**config.mk**
```make
export PLATFORM = sky130hd
export DESIGN_NAME = swc_cell_packer
export DESIGN_NICKNAME = d
export VERILOG_FILES = /design/src/rtl/swc_pkg.sv /design/src/rtl/swc_lkp_hold.sv /design/src/rtl/swc_cell_packer.sv
export SDC_FILE = /design/constraint.sdc
export NUM_CORES = 1
export LEC_CHECK = 0
export ABC_AREA = 1
export BUFFER_PORTS_ARGS = -buffer_cell sky130_fd_sc_hd__buf_2
export CAP_MARGIN = 30
export CORE_UTILIZATION = 41
export DETAILED_ROUTE_END_ITERATION = 10
export PLACE_DENSITY_LB_ADDON = 0.08
export SLEW_MARGIN = 15
export SYNTH_ARGS = -nofsm -noshare
export SYNTH_HDL_FRONTEND = slang
export SYNTH_SLANG_ARGS = --single-unit
```
**constraint.sdc**
```tcl
create_clock -name clk -period 15.11 [get_ports clk]
set_input_delay 3.022 -clock clk [delete_from_list [all_inputs] [get_ports clk]]
set_output_delay 3.022 -clock clk [all_outputs]
set_load 0.02 [all_outputs]
```
**src/rtl/swc_pkg.sv**
```systemverilog
// Shared definitions for the switch-core ingress cell packer: cell width,
// descriptor layout, packer FSM states and the descriptor assembly helper.
package swc_pkg;

  localparam int CELL_W       = 128;
  localparam int DESC_VB_MSB  = 15;
  localparam int DESC_PM_MSB  = 11;
  localparam int DESC_LEN_MSB = 7;
  localparam int MAX_WORDS    = 95;

  typedef enum logic [1:0] {
    ST_IDLE     = 2'd0,
    ST_FRAME    = 2'd1,
    ST_WAIT_LKP = 2'd2,
    ST_EMIT     = 2'd3
  } swc_state_e;

  function automatic logic [15:0] make_desc(input logic [3:0] vb,
                                            input logic [3:0] pm,
                                            input logic [7:0] len);
    logic [15:0] d;
    d = 16'h0000;
    d[DESC_VB_MSB -: 4]  = vb;
    d[DESC_PM_MSB -: 4]  = pm;
    d[DESC_LEN_MSB -: 8] = len;
    return d;
  endfunction

endpackage

```
**src/rtl/swc_lkp_hold.sv**
```systemverilog
// Single-entry holding register for the forwarding decision. A result offered
// in the same cycle it is consumed bypasses the register.
module swc_lkp_hold
  import swc_pkg::*;
(
  input  logic       clk,
  input  logic       rst,
  input  logic [3:0] lkp_portmap_i,
  input  logic       lkp_valid_i,
  output logic       lkp_ready_o,
  input  logic       consume_i,
  output logic       avail_o,
  output logic [3:0] portmap_o
);

  logic       held_q, held_d;
  logic [3:0] pm_q, pm_d;

  assign lkp_ready_o = ~held_q;
  assign avail_o     = held_q | lkp_valid_i;
  assign portmap_o   = held_q ? pm_q : lkp_portmap_i;

  // Capture a new result only while empty; consumption frees the entry.
  always_comb begin
    held_d = held_q;
    pm_d   = pm_q;
    if (consume_i) begin
      held_d = 1'b0;
    end else if (lkp_valid_i && !held_q) begin
      held_d = 1'b1;
      pm_d   = lkp_portmap_i;
    end else begin
      held_d = held_q;
    end
  end

  // Holding register state.
  always_ff @(posedge clk or posedge rst) begin
    if (rst) begin
      held_q <= 1'b0;
      pm_q   <= 4'd0;
    end else begin
      held_q <= held_d;
      pm_q   <= pm_d;
    end
  end

endmodule

```
**src/rtl/swc_cell_packer.sv**
```systemverilog
// Packs one byte-serial frame into 128-bit cells and emits one pointer
// descriptor per frame once its forwarding decision is available.
module swc_cell_packer
  import swc_pkg::*;
#(
  parameter int MAX_BYTES = 1518,
  parameter int MAX_WORDS = (MAX_BYTES + 15) / 16
)(
  input  logic              clk,
  input  logic              rst,
  input  logic [7:0]        in_data,
  input  logic              in_valid,
  input  logic              in_last,
  input  logic              in_err,
  output logic              in_ready,
  input  logic [3:0]        lkp_portmap,
  input  logic              lkp_valid,
  output logic              lkp_ready,
  input  logic              cell_bp,
  output logic [CELL_W-1:0] cell_data_fifo_din,
  output logic              cell_data_fifo_wr,
  output logic [15:0]       cell_ptr_fifo_din,
  output logic              cell_ptr_fifo_wr,
  output logic [15:0]       stat_drop_cnt
);

  localparam logic [7:0] MAX_WORDS_W = 8'(MAX_WORDS);

  swc_state_e        state_q;
  logic              rdy_en_q, err_q, oversize_q;
  logic [3:0]        byte_idx_q;
  logic [7:0]        word_cnt_q;
  logic [CELL_W-1:0] word_q, data_din_q;
  logic              data_wr_q, ptr_wr_q;
  logic [15:0]       ptr_din_q, drop_cnt_q;

  logic              byte_acc_s, word_full_s, lkp_avail_s, lkp_consume_s, drop_s;
  logic [3:0]        lkp_pm_s;
  logic [6:0]        lane_s;
  logic [CELL_W-1:0] word_ins_s;

  swc_lkp_hold u_lkp_hold (
    .clk          (clk),
    .rst          (rst),
    .lkp_portmap_i(lkp_portmap),
    .lkp_valid_i  (lkp_valid),
    .lkp_ready_o  (lkp_ready),
    .consume_i    (lkp_consume_s),
    .avail_o      (lkp_avail_s),
    .portmap_o    (lkp_pm_s)
  );

  // Backpressure gates only the start of a frame; mid-frame the core has headroom.
  always_comb begin
    in_ready = 1'b0;
    case (state_q)
      ST_IDLE:  in_ready = rdy_en_q & ~cell_bp;
      ST_FRAME: in_ready = 1'b1;
      default:  in_ready = 1'b0;
    endcase
  end

  assign byte_acc_s    = in_valid & in_ready;
  assign word_full_s   = (word_cnt_q == MAX_WORDS_W);
  assign lane_s        = {~byte_idx_q, 3'b000};
  assign lkp_consume_s = (state_q == ST_WAIT_LKP) & lkp_avail_s;
  assign drop_s        = err_q | oversize_q;

  // Current word with the incoming byte dropped into its lane, MSB first.
  always_comb begin
    word_ins_s = word_q;
    word_ins_s[lane_s +: 8] = in_data;
  end

  // Packer FSM with its counters and registered outputs.
  always_ff @(posedge clk or posedge rst) begin
    if (rst) begin
      state_q    <= ST_IDLE;
      rdy_en_q   <= 1'b0;
      err_q      <= 1'b0;
      oversize_q <= 1'b0;
      byte_idx_q <= 4'd0;
      word_cnt_q <= 8'd0;
      word_q     <= '0;
      data_din_q <= '0;
      data_wr_q  <= 1'b0;
      ptr_din_q  <= 16'h0000;
      ptr_wr_q   <= 1'b0;
      drop_cnt_q <= 16'h0000;
    end else begin
      rdy_en_q  <= 1'b1;
      data_wr_q <= 1'b0;
      ptr_wr_q  <= 1'b0;
      case (state_q)
        ST_IDLE, ST_FRAME: begin
          if (byte_acc_s) begin
            byte_idx_q <= byte_idx_q + 4'd1;
            if (word_full_s) begin
              oversize_q <= 1'b1;
            end else if (byte_idx_q == 4'd15 || in_last) begin
              data_din_q <= word_ins_s;
              data_wr_q  <= 1'b1;
              word_q     <= '0;
              word_cnt_q <= word_cnt_q + 8'd1;
            end else begin
              word_q <= word_ins_s;
            end
            if (in_last) begin
              err_q   <= in_err;
              state_q <= ST_WAIT_LKP;
            end else begin
              state_q <= ST_FRAME;
            end
          end
        end
        ST_WAIT_LKP: begin
          if (lkp_avail_s) begin
            ptr_din_q <= make_desc(byte_idx_q, drop_s ? 4'd0 : lkp_pm_s, word_cnt_q);
            ptr_wr_q  <= 1'b1;
            if (drop_s && drop_cnt_q != 16'hFFFF) begin
              drop_cnt_q <= drop_cnt_q + 16'd1;
            end
            state_q <= ST_EMIT;
          end
        end
        ST_EMIT: begin
          err_q      <= 1'b0;
          oversize_q <= 1'b0;
          byte_idx_q <= 4'd0;
          word_cnt_q <= 8'd0;
          word_q     <= '0;
          state_q    <= ST_IDLE;
        end
        default: state_q <= ST_IDLE;
      endcase
    end
  end

  assign cell_data_fifo_din = data_din_q;
  assign cell_data_fifo_wr  = data_wr_q;
  assign cell_ptr_fifo_din  = ptr_din_q;
  assign cell_ptr_fifo_wr   = ptr_wr_q;
  assign stat_drop_cnt      = drop_cnt_q;

endmodule

```
======== Yosys cells after proc, flatten, opt, wreduce, memory -nomap -nowiden ========
Index checks and enable logic that the tools add are counted.
operators by class
  add/sub/neg operators ................... 4
  equality and inequality tests ........... 12
  shift-type cells ........................ 2
  muxes and demuxes ....................... 32
  bitwise gates (word level) .............. 10
  reductions and logical operators ........ 18
operator list
  cell                                                                      number
  128-bit two-way mux                                                       3
  128-bit case mux with 2 select lines                                      1
  128-bit bitwise mux                                                       1
  8-bit by 9-bit variable shift with 128-bit output (first input constant)  1
  8-bit by 9-bit variable part select with 128-bit output                   1
  8-bit two-way mux                                                         3
  16-bit by 1-bit adder with 16-bit output (second input constant)          1
  16-bit != test (second input constant)                                    1
  8-bit case mux with 2 select lines                                        1
  1-bit two-way mux                                                         12
  4-bit two-way mux                                                         3
  2-bit != test (second input constant)                                     6
  3-bit AND reduction                                                       4
  7-bit negator with 9-bit output                                           1
  8-bit by 1-bit adder with 8-bit output (second input constant)            1
  8-bit by 7-bit equality test with 1-bit output (second input constant)    1
  4-bit case mux with 2 select lines                                        1
  2-bit AND reduction                                                       4
  4-bit AND reduction                                                       2
  2-bit two-way mux                                                         3
  1-bit case mux with 2 select lines                                        3
  2-bit case mux with 3 select lines                                        1
  4-bit by 1-bit adder with 4-bit output (second input constant)            1
  2-bit equality test (second input constant)                               2
  12 further kinds                                                          20
word-level totals
  bits in registers ....................... 312
  output and inout bits ................... 164
  logic and storage cells ................. 92

======== Logic depth before layout (Yosys ltp) ========
  word-level depth ........................ 8
  mapped depth ............................ 12
  depth with buffers taken out ............ 11

======== Hierarchy ========
A second synthesis with hierarchy kept.
second synthesis, totals
  cell total of the unflattened synthesis .. 1,846
  area total of the unflattened synthesis .. 14,437.6 sq um
by module, submodules not included
  module           times used  cells an instance  area an instance (sq um)  seq. area each (sq um)
  swc_cell_packer  1           1,810              14,171.1                  7,682.4
  swc_lkp_hold     1           36                 266.5                     125.1

======== Least setup slack after synthesis ========
No wires, ideal clock.
  path type ............................... input port to output port
  from .................................... input cell_bp
  to ...................................... output in_ready
  arrival time ............................ 3,454 ps
  data required time ...................... 12,088 ps
  path slack .............................. 8,634 ps
  stages .................................. 3
  buffers on the path ..................... 0
  cells stage by stage .................... inv_1 > nand2_1 > a21oi_1
between the ends
  cells in the longest elaborated chain, start to end .. 3
RTL lines
  what                                line                   text
  start: declaration                  swc_cell_packer.sv:19  input logic cell_bp,
  1-bit NOT                           swc_cell_packer.sv:57  ST_IDLE: in_ready = rdy_en_q & ~cell_bp;
  1-bit AND                           swc_cell_packer.sv:57
  1-bit case mux with 2 select lines  swc_cell_packer.sv:56  case (state_q)
  end: declaration                    swc_cell_packer.sv:15  output logic in_ready,
No other way between the ends.

======== Worst setup path in the final report ========
Ends and elaborated chain as after synthesis.

==> impl_metrics.csv <==
group,metric,value,unit
critical_path,critical_path_arrival,3.50,ns
critical_path,critical_path_peak_fanout,2,
floorplan,core_area,34900,sq um
synthesis,synth-seq-area-share,0.532,
grt,total_global_route_track_usage,0.239,
synthesis,yosys.area.top_type,"dfrtp_1",
synthesis,synth_compound_gate_area_share,0.0737,
power,share_seq_of_total_power,0.369,
critical_path,reg2reg_to,"word_q[85]$_DFFE_PP0P_",
synthesis,simple_gate_share_of_the_synthesized_area,0.326,
hold_path,hold_path_depth,2,
floorplan,die_ar,36600,sq um
critical_path,cp-start-kind,"input pin",
critical_path,timing.critical_path.max_delay_family,"buffers and inverters",
floorplan,io_pins,183,
timing,worst_pin_slew,0.972,ns
final_layout,final_core_util,0.489,
routing,wl_per_cell,16.9,um
synthesis,synth_edf_count,0,
synthesis,post_synth.cell_area_avg,7.61,sq um
hold_path,timing.hold.worst.start,"word_q[99]$_DFFE_PP0P_",
timing,layout_worst_path_cycle_share,0.431,
critical_path,cell_breakdown_of_the_critical_path,"buf_2 -> inv_1 -> nand2_1 -> a21oi_1 -> buf_2",
clocking,cts.clk_slew.worst_paths,0.06,ns
timing,hold_ws,0.476,ns
critical_path,timing.reg2reg.worst_path_depth,9,
power,cell_internal_pwr,1760,uW
grt,via_count_of_the_first_global_routing_pass,12426,
routing,vias,12911,
final_layout,num-nets-final,2084,
critical_path,setup.worst_path.end_class,"output port",
synthesis,postSynthNetCount,1955,
floorplan,initial_core_util,0.421,
power,static_leak,0.00985,uW
critical_path,max_stage_delay,0.17,ns
power,power_switching_share,0.411,
power,comb_power_share,0.343,
synthesis,netlist_top_cells_area,"dfrtp_1, nand2_1, o21ai_0",
final_layout,area.growth.synth_to_final,16.0,%
synthesis,synth_xor_area_frac,0.00835,
timing,fin_crit,6.52,ns
synthesis,arithmetic_cell_share_of_the_synthesized_area_counting_full_adders_half_adders_and_majority_gates,0.00426,
power,p_clk_frac,0.289,
routing,routed_via_density,5.09,
grt,grt_start_max_net_pins,130,
timing,maxSlewHeadroom,0.352,
critical_path,crit_path_required_time,12.09,ns
clocking,root_buffer,"clkbuf_16",
hold_path,worstHoldPathType,"reg -> reg",
status,status,"complete, no violations",
synthesis,synth.top_cell.area_share,0.532,
timing,finalSetupViolations,0,
timing,final.setup_skew,0.00976,ns
critical_path,crit_path_frequent_cell,"buf_2",
clocking,clkLatencyLatePin,0.52,ns
clocking,cts_tree,"yes",
synthesis,yosys_warnings,0,
clocking,cts-resized-gates,0,
critical_path,setup.reg_to_reg.worst_slack,11.34,ns
synthesis,ys_async_sr_fraction,1.00,
critical_path,setup.worst_path.class,"in -> out",
clocking,cts.htree.levels,2,
placed_design,gp_congestion,0.856,
critical_path,crit_slowest_cell,"buf_2",
timing,rsz0062_at_grt,"no",
clocking,cts_made_buffers,36,
synthesis,postSynthRegisterBits,312,
hold_path,min_delay_worst_endpoint,"word_q[99]$_DFFE_PP0P_",
clocking,clock-sinks,312,
synthesis,yosys.cell_count.top_type,"nand2_1",
power,power_per_cell_area,175,nW/um^2
synthesis,synth.distinct_cells,33,
synthesis,synth_mux_area_frac,0.000681,
timing,fmax,153,MHz
grt,globalRouteOverflowTotal,0,
floorplan,placementRows,68,
synthesis,synth.cell_area,14700,sq um
floorplan,die_w,191,um
clocking,cts_hold_repair.buffers,0,
synthesis,netlist_instances,1931,
routing,drt_iter0_drc,1109,
flow_run,timing.max_cap.violations,0,
timing,final.setup.tns,0,ns
synthesis,synth_common_cells,"nand2_1, dfrtp_1, o21ai_0",
final_layout,antenna_cells_inserted,0,
power,power,2980,uW
clocking,cts_buffer_depth,3,
routing,detailedRoute.firstPassIterationCount,5,
clocking,post_cts_buffers,0,
final_layout,drive_above_1_share,0.136,
grt,grt_pass1_wl,68600,um
critical_path,critical_path_buf_inv_count,3,
routing,antenna_left,0,
synthesis,synth_flop_cell,"dfrtp_1",
power,p_sw,1230,uW
timing,final-max-slew-violation-count,0,
critical_path,rr_startpoint,"state_q[1]$_DFFE_PP0P_",
synthesis,largest_family_of_logic_cells_by_synthesized_area,"simple AND/OR/NAND/NOR gates",
floorplan,fp.dieH,191,um
routing,postRouteWirelength,43000,um
routing,drt_drc_violations_left,0,
placed_design,detailedPlacementHpwl,27200,um
timing,report.final.hold_viol_count,0,
placed_design,placement.io_buffers,182,
grt,initial_antenna_violation_count,0,
power,peakVddDrop,122,uV
-- how the worst max path moves through the flow --
stage | from | to | cells after the start
detailed placement | cell_bp | in_ready | 5
CTS | cell_bp | in_ready | 5
finish | cell_bp | in_ready | 5
floorplan | rst | byte_idx_q[0]$_DFFE_PP0P_ | 1
global route | cell_bp | in_ready | 5
global placement | cell_bp | in_ready | 5
-- layout by cell type (no fill, tap or decap), types with 3 or more instances in the layout --
cell type / instances
nand4_1: 6
nand3b_1: 3
nand2_4: 3
o21ai_1: 42
buf_4: 10
xnor2_1: 9
nor2_2: 4
inv_2: 7
clkbuf_1: 9
o22ai_1: 3
nand2_1: 983
nor2_1: 49
clkbuf_8: 7
clkbuf_16: 37
inv_1: 72
nand3_1: 124
nand2_2: 8
dfrtp_1: 312
buf_2: 182
ha_1: 5
nor2_4: 9
clkinv_2: 3
o21ai_0: 166
xor2_1: 5
-- registers in the layout, summed over array words and instances, names as in the netlist --
register,flops
byte_idx_q,4
cell_data_fifo_din,128
cell_data_fifo_wr,1
cell_ptr_fifo_din,16
cell_ptr_fifo_wr,1
err_q,1
oversize_q,1
rdy_en_q,1
stat_drop_cnt,16
state_q,2
u_lkp_hold.held_q,1
u_lkp_hold.pm_q,4
word_cnt_q,8
word_q,128
-- per-layer routing --
metal | GRT usage | up-vias | part of all wire
met1 | 0.344 | 6205 | 0.47
met4 | 0.0723 | 0 | 0.028
met3 | 0.0378 | 74 | 0.055
li1 | - | 6298 | -
met5 | 0 | - | 0
met2 | 0.367 | 334 | 0.45
-- logic make-up (layout without fill, tap and decap cells) --
group	Yosys count	in the layout
AOI/OAI and AO/OA	215	215
xor gates and xnor gates	14	14
adders and majority gates	5	5
buffers and inverters	187	338
DFF	312	312
muxes	1	1
other	1	1
and+or+nand+nor	1196	1196
-- tightest hold or removal path, delay by kind of cell, from the launching register on --
| kind | cells | cell delay (ns) |
|---|---|---|
| AND/OR/NAND/NOR | 2 | 0.10 |
| flip-flops | 1 | 0.34 |
-- area by class of cell --
cell class / instances / area [sq um]
Tap cell: 455 / 569
Multi-Input combinational cell: 1432 / 6120
Inverter: 82 / 315
Clock inverter: 7 / 91.3
Timing Repair Buffer: 196 / 1080
Fill cell: 3554 / 17800
Sequential cell: 312 / 7810
Clock buffer: 53 / 1060
-- through the flow --
stage	setup slack, ns	cell area (sq um)	instances
finish	8.59	17000	2537
global route	8.53	17000	2537
CTS	8.59	17000	2536
detailed placement	8.59	15900	2476
global placement	8.57	15800	2473
floorplan	3.46	14700	1931
-- power by group through the flow --
stage	registers, uW	clock network (uW)	logic [uW]
after floorplan	1210	0	617
after global placement	1110	0	1010
after detailed placement	1110	0	1020
after CTS	1100	883	1030
after global routing	1120	912	1140
final	1100	861	1020
Note: power is estimated with default switching activity, not from simulation.
